`src/rtl/fetch_pc_gen_if.sv`:
```
// fetch_pc_gen_if: control, training and fetch-address signals between the pipeline and the PC generator.
interface fetch_pc_gen_if #(parameter int XLEN = 32);
  logic            stall;
  logic            redirect_valid;
  logic [XLEN-1:0] redirect_target;
  logic            resolve_valid;
  logic [XLEN-1:0] resolve_pc;
  logic            resolve_taken;
  logic [XLEN-1:0] resolve_target;
  logic            trap;
  logic [XLEN-1:0] pc;
  logic            pc_valid;
  logic            pred_taken;
  logic            misaligned;
  modport master (
    output stall, redirect_valid, redirect_target, resolve_valid, resolve_pc,
           resolve_taken, resolve_target, trap,
    input  pc, pc_valid, pred_taken, misaligned
  );
  modport slave (
    input  stall, redirect_valid, redirect_target, resolve_valid, resolve_pc,
           resolve_taken, resolve_target, trap,
    output pc, pc_valid, pred_taken, misaligned
  );
endinterface

```
`src/rtl/fetch_pc_gen.sv`:
```
// fetch_pc_gen: fetch PC sequencer with trap/redirect/stall priority and a direct-mapped BTB predictor.
module fetch_pc_gen #(
  parameter int              XLEN         = 32,
  parameter logic [XLEN-1:0] RESET_VECTOR = '0,
  parameter logic [XLEN-1:0] TRAP_VECTOR  = XLEN'(32'h0000_0100),
  parameter int              BTB_DEPTH    = 16
) (
  input logic           clk,
  input logic           reset,
  fetch_pc_gen_if.slave bus
);
  localparam int IW = $clog2(BTB_DEPTH);
  localparam int TW = XLEN - IW - 2;
  typedef enum logic [1:0] {BOOT, RUN, FAULT} state_t;
  state_t          state, state_next;
  logic [XLEN-1:0] pc, pc_next;
  logic            misaligned, misaligned_next;
  logic [BTB_DEPTH-1:0] btb_valid;
  logic [TW-1:0]        btb_tag    [BTB_DEPTH];
  logic [XLEN-1:0]      btb_target [BTB_DEPTH];
  logic [1:0]           btb_ctr    [BTB_DEPTH];
  logic [IW-1:0] idx, r_idx;
  logic [TW-1:0] tag, r_tag;
  logic          pred_taken, r_hit;
  assign idx   = pc[IW+1:2];
  assign tag   = pc[XLEN-1:IW+2];
  assign r_idx = bus.resolve_pc[IW+1:2];
  assign r_tag = bus.resolve_pc[XLEN-1:IW+2];
  assign r_hit = btb_valid[r_idx] && btb_tag[r_idx] == r_tag;
  // Lookup reads the arrays combinationally, so a same-edge update is only seen next cycle.
  assign pred_taken = state == RUN && btb_valid[idx] && btb_tag[idx] == tag && btb_ctr[idx][1];
  always_comb begin
    state_next      = state;
    pc_next         = pc;
    misaligned_next = misaligned;
    if (bus.trap) begin
      state_next      = RUN;
      pc_next         = TRAP_VECTOR;
      misaligned_next = 1'b0;
    end else if (state == BOOT) begin
      state_next = RUN;
    end else if (state == RUN) begin
      if (bus.redirect_valid) begin
        if (bus.redirect_target[1:0] == 2'b00) begin
          pc_next = bus.redirect_target;
        end else begin
          state_next      = FAULT;
          misaligned_next = 1'b1;
        end
      end else if (!bus.stall) begin
        pc_next = pred_taken ? btb_target[idx] : pc + XLEN'(4);
      end
    end
  end
  always_ff @(posedge clk or posedge reset) begin
    if (reset) begin
      state      <= BOOT;
      pc         <= RESET_VECTOR;
      misaligned <= 1'b0;
    end else begin
      state      <= state_next;
      pc         <= pc_next;
      misaligned <= misaligned_next;
    end
  end
  always_ff @(posedge clk or posedge reset) begin
    if (reset) btb_valid <= '0;
    else if (bus.resolve_valid && !r_hit && bus.resolve_taken) btb_valid[r_idx] <= 1'b1;
  end
  // Payload arrays carry no reset; a cleared valid bit makes their contents irrelevant.
  always_ff @(posedge clk) begin
    if (bus.resolve_valid) begin
      if (r_hit) begin
        btb_ctr[r_idx] <= bus.resolve_taken ? (btb_ctr[r_idx] == 2'd3 ? 2'd3 : btb_ctr[r_idx] + 2'd1)
                                            : (btb_ctr[r_idx] == 2'd0 ? 2'd0 : btb_ctr[r_idx] - 2'd1);
        if (bus.resolve_taken) btb_target[r_idx] <= bus.resolve_target;
      end else if (bus.resolve_taken) begin
        btb_tag[r_idx]    <= r_tag;
        btb_target[r_idx] <= bus.resolve_target;
        btb_ctr[r_idx]    <= 2'd2;
      end
    end
  end
  assign bus.pc         = pc;
  assign bus.pc_valid   = state == RUN;
  assign bus.pred_taken = pred_taken;
  assign bus.misaligned = misaligned;
endmodule
```
`src/flat_wrapper.sv`:
```
// flat-port wrapper written by rule: the top's interface ports become plain ports
module fetch_pc_gen_flat 
#(
  parameter int              XLEN         = 32,
  parameter logic [XLEN-1:0] RESET_VECTOR = '0,
  parameter logic [XLEN-1:0] TRAP_VECTOR  = XLEN'(32'h0000_0100),
  parameter int              BTB_DEPTH    = 16
)
  (clk, reset, bus_stall, bus_redirect_valid, bus_redirect_target, bus_resolve_valid, bus_resolve_pc, bus_resolve_taken, bus_resolve_target, bus_trap, bus_pc, bus_pc_valid, bus_pred_taken, bus_misaligned);
  fetch_pc_gen_if #(.XLEN(XLEN)) bus_i ();
  input logic clk;
  input logic reset;
  input wire logic [$bits(bus_i.stall)-1:0] bus_stall;
  input wire logic [$bits(bus_i.redirect_valid)-1:0] bus_redirect_valid;
  input wire logic [$bits(bus_i.redirect_target)-1:0] bus_redirect_target;
  input wire logic [$bits(bus_i.resolve_valid)-1:0] bus_resolve_valid;
  input wire logic [$bits(bus_i.resolve_pc)-1:0] bus_resolve_pc;
  input wire logic [$bits(bus_i.resolve_taken)-1:0] bus_resolve_taken;
  input wire logic [$bits(bus_i.resolve_target)-1:0] bus_resolve_target;
  input wire logic [$bits(bus_i.trap)-1:0] bus_trap;
  output wire logic [$bits(bus_i.pc)-1:0] bus_pc;
  output wire logic [$bits(bus_i.pc_valid)-1:0] bus_pc_valid;
  output wire logic [$bits(bus_i.pred_taken)-1:0] bus_pred_taken;
  output wire logic [$bits(bus_i.misaligned)-1:0] bus_misaligned;
  assign bus_i.stall = bus_stall;
  assign bus_i.redirect_valid = bus_redirect_valid;
  assign bus_i.redirect_target = bus_redirect_target;
  assign bus_i.resolve_valid = bus_resolve_valid;
  assign bus_i.resolve_pc = bus_resolve_pc;
  assign bus_i.resolve_taken = bus_resolve_taken;
  assign bus_i.resolve_target = bus_resolve_target;
  assign bus_i.trap = bus_trap;
  assign bus_pc = bus_i.pc;
  assign bus_pc_valid = bus_i.pc_valid;
  assign bus_pred_taken = bus_i.pred_taken;
  assign bus_misaligned = bus_i.misaligned;
  fetch_pc_gen #(.XLEN(XLEN), .RESET_VECTOR(RESET_VECTOR), .TRAP_VECTOR(TRAP_VECTOR), .BTB_DEPTH(BTB_DEPTH)) u_core (.clk(clk), .reset(reset), .bus(bus_i));
endmodule
```
`config.mk`:
```
export PLATFORM = sky130hd
export DESIGN_NAME = fetch_pc_gen_flat
export DESIGN_NICKNAME = d
export VERILOG_FILES = /design/src/rtl/fetch_pc_gen_if.sv /design/src/rtl/fetch_pc_gen.sv /design/src/flat_wrapper.sv
export SDC_FILE = /design/constraint.sdc
export NUM_CORES = 1
export LEC_CHECK = 0
export CAP_MARGIN = 20
export CELL_PAD_IN_SITES_DETAIL_PLACEMENT = 0
export CELL_PAD_IN_SITES_GLOBAL_PLACEMENT = 1
export CORE_ASPECT_RATIO = 0.8
export CORE_MARGIN = 2
export CORE_UTILIZATION = 54
export CTS_CLUSTER_SIZE = 20
export DETAILED_ROUTE_END_ITERATION = 10
export PLACE_DENSITY = 0.87
export RECOVER_POWER = 100
export SKIP_LAST_GASP = 1
export SLEW_MARGIN = 20
export SYNTH_ARGS = -nofsm -noshare
export SYNTH_HDL_FRONTEND = slang
export SYNTH_SLANG_ARGS = --single-unit
export TNS_END_PERCENT = 1
```
`constraint.sdc`:
```
create_clock -name clk -period 6 [get_ports clk]
set_clock_uncertainty 0.1 [all_clocks]
set_input_delay 0.6 -clock clk [delete_from_list [all_inputs] [get_ports clk]]
set_output_delay 0.6 -clock clk [all_outputs]
set_load 0.01 [all_outputs]
```
# Word-level counts from Yosys, hierarchy flattened
# Memories as Yosys holds them, arrays and structs flattened.
# Cells that the tools add are included.
# totals
out_inout_bits	35
ramBits	960
input_bits	103
word_cells	81
memories	3
register_bits	51
# mem_list
name	words	width	read_ports	rd_clocked_by_memory_dff	wr	line_no	source
u_core.btb_target	16	32	1	0	1	fetch_pc_gen.sv:20	logic [XLEN-1:0] btb_target [BTB_DEPTH];
u_core.btb_tag	16	26	2	0	1	fetch_pc_gen.sv:19	logic [TW-1:0] btb_tag [BTB_DEPTH];
u_core.btb_ctr	16	2	2	0	1	fetch_pc_gen.sv:21	logic [1:0] btb_ctr [BTB_DEPTH];
# classes
reduce_logical	18
bitwise_logic	3
addsub	3
eq_ne	9
order_cmp	3
muxes	38
# op_table
operator	count
$mux W32	8
$eq A26 B26 Y1	2
$add A32 B3 Y32 const B	1
$mux W1	18
$mux W2	9
$or A16 B16 Y16	1
$lt A4 B5 Y1 const B	2
$bmux W1 S4	2
$reduce_and A4 Y1	2
$logic_and A1 B1 Y1	7
$logic_not A2 Y1	3
$ne A3 B1 Y1 const B	2
$reduce_bool A3 Y1	2
$demux W1 S4	1
$ge A4 B1 Y1 const B	1
$ne A2 B2 Y1 const B	2
$reduce_bool A2 Y1	2
$ne A3 B2 Y1 const B	1
$reduce_and A3 Y1	1
$add A2 B1 Y2 const B	1
$eq A2 B1 Y1 const B	1
$eq A2 B2 Y1 const B	1
$or A1 B1 Y1	2
$sub A2 B1 Y2 const B	1
$logic_not A1 Y1	1

# Depth between registers and ports, before layout
# logic_depth
word_depth	11
mapped_depth	15
mapped_depth_nobuf	9

# Least setup slack after synthesis
# No wires, ideal clock.
# synth_path
kind	input to register
from	in bus_resolve_pc[3]
to	mem u_core.btb_tag[10][0] (netlist bit) (enable)
setup_slack_ps	759
n_path_buf	3
setup_ps	449
stages	10
t_required_ps	5451
arrival_time_ps	4692
cell_sequence	clkbuf_1 -> clkbuf_1 -> clkbuf_1 -> mux4_2 -> mux4_2 -> xnor2_1 -> nand4_1 -> nor4_1 -> nand2_1 -> nor3b_1
# synth_between
elab_chain_cells	6
word_cells_on_any_way	8
cone_classes	eq/ne: 1; mux: 5; reduce/logical: 1; memory: 1
# synth_rtl
item	line_no	source
start: declaration	flat_wrapper.sv:17	input wire logic [$bits(bus_i.resolve_pc)-1:0] bus_resolve_pc;
$mem_v2 Z16 W26 or $bmux W1 S4 (tied branches)	n/a	
$eq A26 B26 Y1 or $mux W1 (tied branches)	fetch_pc_gen.sv:29	assign r_hit = btb_valid[r_idx] && btb_tag[r_idx] == r_tag;
$logic_and A1 B1 Y1	fetch_pc_gen.sv:29	
$mux W1	fetch_pc_gen.sv:73	if (r_hit) begin
$mux W1	fetch_pc_gen.sv:72	if (bus.resolve_valid) begin
$mux W1 (not written as such)	fetch_pc_gen.sv:78	btb_tag[r_idx] <= r_tag;
end: declaration	fetch_pc_gen.sv:19	
# Parallel ways exist; a longest one is shown, timed or not. The select of a mux whose other input is x is not followed.

# Final worst setup path
# layout_path
from	in bus_resolve_pc[4]
to	mem u_core.btb_tag[0][17] (netlist bit) (enable)
# The elaborated chain is that of the path after synthesis.

==> results.cfg <==
[synth]
synth_top_family_by_area = multiplexers
yosys.area_share.xor_xnor_pct = 1.52
synth_top_cells_by_count = 960 x edfxtp_1, 387 x mux4_2, 93 x nand2_1
yosys.area.top_type = edfxtp_1
syn_nets = 2469
synth.avg_cell_area_um2 = 18.9
ys.flop_type = edfxtp_1
netlist_area_um2 = 44800
synth.most_common_cell = edfxtp_1
synth_edf_count = 960
synth_compound_area_share_pct = 2.83
yosys_warnings = 0
synth.area.top_cells = edfxtp_1 64%, mux4_2 19%, dfrtp_1 2.9%
synth-simple-area-share_pct = 5.06
muxShareOfSynthArea_pct = 21.4
async_flop_share_pct = 5.04
synth-adder-area-share_pct = 0.0279
synth_top_area_share_pct = 64.4
ys_types = 67
synth-seq-area-share_pct = 67.2
ys_ff_latch = 1011
postSynthCellCount = 2365

[worst_setup_path]
worstPathMaxFanout = 33
end_kind = register
critPathRequiredTime_ns = 6.21
worst_r2r_endpoint = u_core.bus.pc[30]
reg2regPathDepth = 9
reg2reg_slack_ns = 0.98
reg2reg_from = u_core.bus.pc[2]
critPathKind = input pin to register
cp_data_arrival_time_ns = 6.15
start_kind = input pin

[global_route]
grt_usage_pct = 28.8
use_met1_pct = 40.7
grt_pass1_vias = 25600
grt_start_max_net_pins = 132
grt_overflow = 0
use_met3_pct = 6.11
met2_usage_pct = 45.8
grt_pass1_wl_um = 177000
grt-busiest-layer = met2
grt_antenna_before_repair = 14

[detailed_routing]
routed_via_density = 6.96
drtIter0Drc = 4270
drc = 0
drtAntennaViolNets = 0
wire_per_inst_um = 32.9
routed_wl_um = 122000
firstDrtPassIters = 6
vias = 25800

[run_status]
status = complete, but fails checks
failed_checks = capacitance limit, slew limit

[power_and_ir_drop]
powerDensity_nw_per_um2 = 339
combPwrFrac_pct = 16.6
ir_worst_vdd_mv = 0.244
clockPowerShare_pct = 36.2
switchingPower_uw = 4410
p_sw_share_pct = 25.6
internal-power_uw = 12800
p_leak_uw = 0.0160
pwr-share-seq_pct = 47.2

[clocking]
cts_buffer_depth = 3
h-tree-depth = 3
cts_tree = done
cts_buffers = 97
post-cts-setup-buffers = 0
cts.clk_slew.worst_paths_ns = 0.07
cts_sinks = 1011
cts-root-buf = clkbuf_16
insertion_delay_ns = 0.67

[finish]
drive_gt1_share_pct = 25.8
fin_nets = 2619
num-fill-cells = 5503
multi_input_area_um2 = 13900
register_area_um2 = 30100
synthToLayoutAreaGrowth_pct = 13.3

[die]
coreArea_um2 = 82200
dieWidth_um = 326
chipHeight_um = 262
initial_core_util_pct = 54.5
fp-row-count = 94
dieArea_um2 = 85200
io_pins = 138

[sta]
hold_ws_ns = 0.385
slew-limit-headroom_pct = -139
tightestPinTransition_ns = 3.58
final.setup.tns_ns = 0
min_period_ns = 5.94
max_freq_mhz = 168
slew_viol_final = 244
timing_hold_violations_final = 0
rsz0062_at_grt = no
setup_viol = 0
fin_crit_sh_pct = 99.0

[min_path]
hold_depth = 1
min-delay-path-class = register to register
min_from = u_core.btb_valid[2]
whs_endpoint = u_core.btb_valid[2]

[placement]
io_buffers = 135
hpwl_um = 71900
globalplace.congestion = 0.890

[flow_run]
cap_violations = 8
how the worst max path moves through the flow:
| stage | start | slack [ns] | endpoint | cells past startpoint |
|---|---|---|---|---|
| floorplan | bus_resolve_pc[3] | 0.76 | u_core.btb_tag[10][0] | 10 |
| global placement | bus_resolve_pc[2] | 0.80 | u_core.btb_tag[6][23] | 11 |
| detailed placement | bus_resolve_pc[2] | 0.77 | u_core.btb_tag[6][23] | 11 |
| CTS | u_core.bus.pc[3] | 0.12 | bus_pred_taken | 10 |
| global route | bus_resolve_pc[4] | 0.02 | u_core.btb_tag[0][17] | 7 |
| finish | bus_resolve_pc[4] | 0.06 | u_core.btb_tag[0][17] | 7 |
through the flow:
| step | std cells | power [µW] | cell area (µm²) | worst slack, ns | util [%] |
|---|---|---|---|---|---|
| after global placement | 3520 | 11000 | 47700 | 0.801 | 58.1 |
| after global routing | 3700 | 17600 | 50700 | 0.0151 | 61.7 |
| after floorplan | 2365 | 10100 | 44800 | 0.759 | - |
| after CTS | 3694 | 17200 | 51000 | 0.118 | 62.0 |
| final | 3702 | 17200 | 50700 | 0.0610 | 61.7 |
| after detailed placement | 3520 | 11100 | 47700 | 0.773 | 58.1 |
what timing repair did:
| item | CTS | global route |
|---|---|---|
| hold buffers | 0 | 0 |
| hold endpoints to repair | 0 | 0 |
| gates resized for setup | 0 | 1 |
| setup endpoints to repair | 0 | 1 |
cells in the final DEF (no fill, tap or decap), drive strengths merged, types with 34 or more instances in the layout:
master,count
dfrtp,51
nand2,93
o21ai,34
mux2i,64
edfxtp,960
mux4,387
xnor2,60
clkbuf,164
clkdlybuf4s50,44
nor2,87
buf,54
nand3,45
dlygate4sd3,87
cell type report:
cell class | count | area share, %
Sequential cell | 1011 | 59.4
Multi-Input combinational cell | 1165 | 27.4
Clock buffer | 127 | 5.19
Timing Repair Buffer | 222 | 3.93
Tap cell | 1104 | 2.72
Clock inverter | 47 | 1.19
Inverter | 18 | 0.136
Antenna cell | 8 | 0.0395
cell families after synthesis:
logic type	count (synthesis)
fa+ha+maj	1
buf+inv	189
compound gates	184
xor+xnor	77
mux	469
flops	1011
simple gates	434
worst max-delay path: stages:
cell and delay, ns:
clkbuf_1 0.57, clkbuf_1 0.72, or2_0 0.65, nor2_4 0.16
clkbuf_1 2.19, and2_2 0.81, buf_6 0.37
layer usage:
metal  up-vias  share of wire [%]
met4         4                3.1
met3       248                 12
met2      1906                 48
met1     13400                 38
li1      10200                  -
met5         -              0.019
power by group through the flow:
| stage | Sequential [µW] | Combinational [µW] | Clock (µW) |
|---|---|---|---|
| final | 8120 | 2860 | 6220 |
| after floorplan | 8080 | 2030 | 0 |
| after global routing | 8130 | 3000 | 6510 |
| after CTS | 8120 | 2860 | 6260 |
| after global placement | 8250 | 2790 | 0 |
| after detailed placement | 8260 | 2830 | 0 |
state kept, by name, indices dropped and copies added, names as in the netlist:
name,flops
u_core.btb_target,512
u_core.bus.pc,32
u_core.state,2
u_core.bus.misaligned,1
u_core.btb_ctr,32
u_core.btb_valid,16
u_core.btb_tag,416
(Power assumes the default switching activity.)
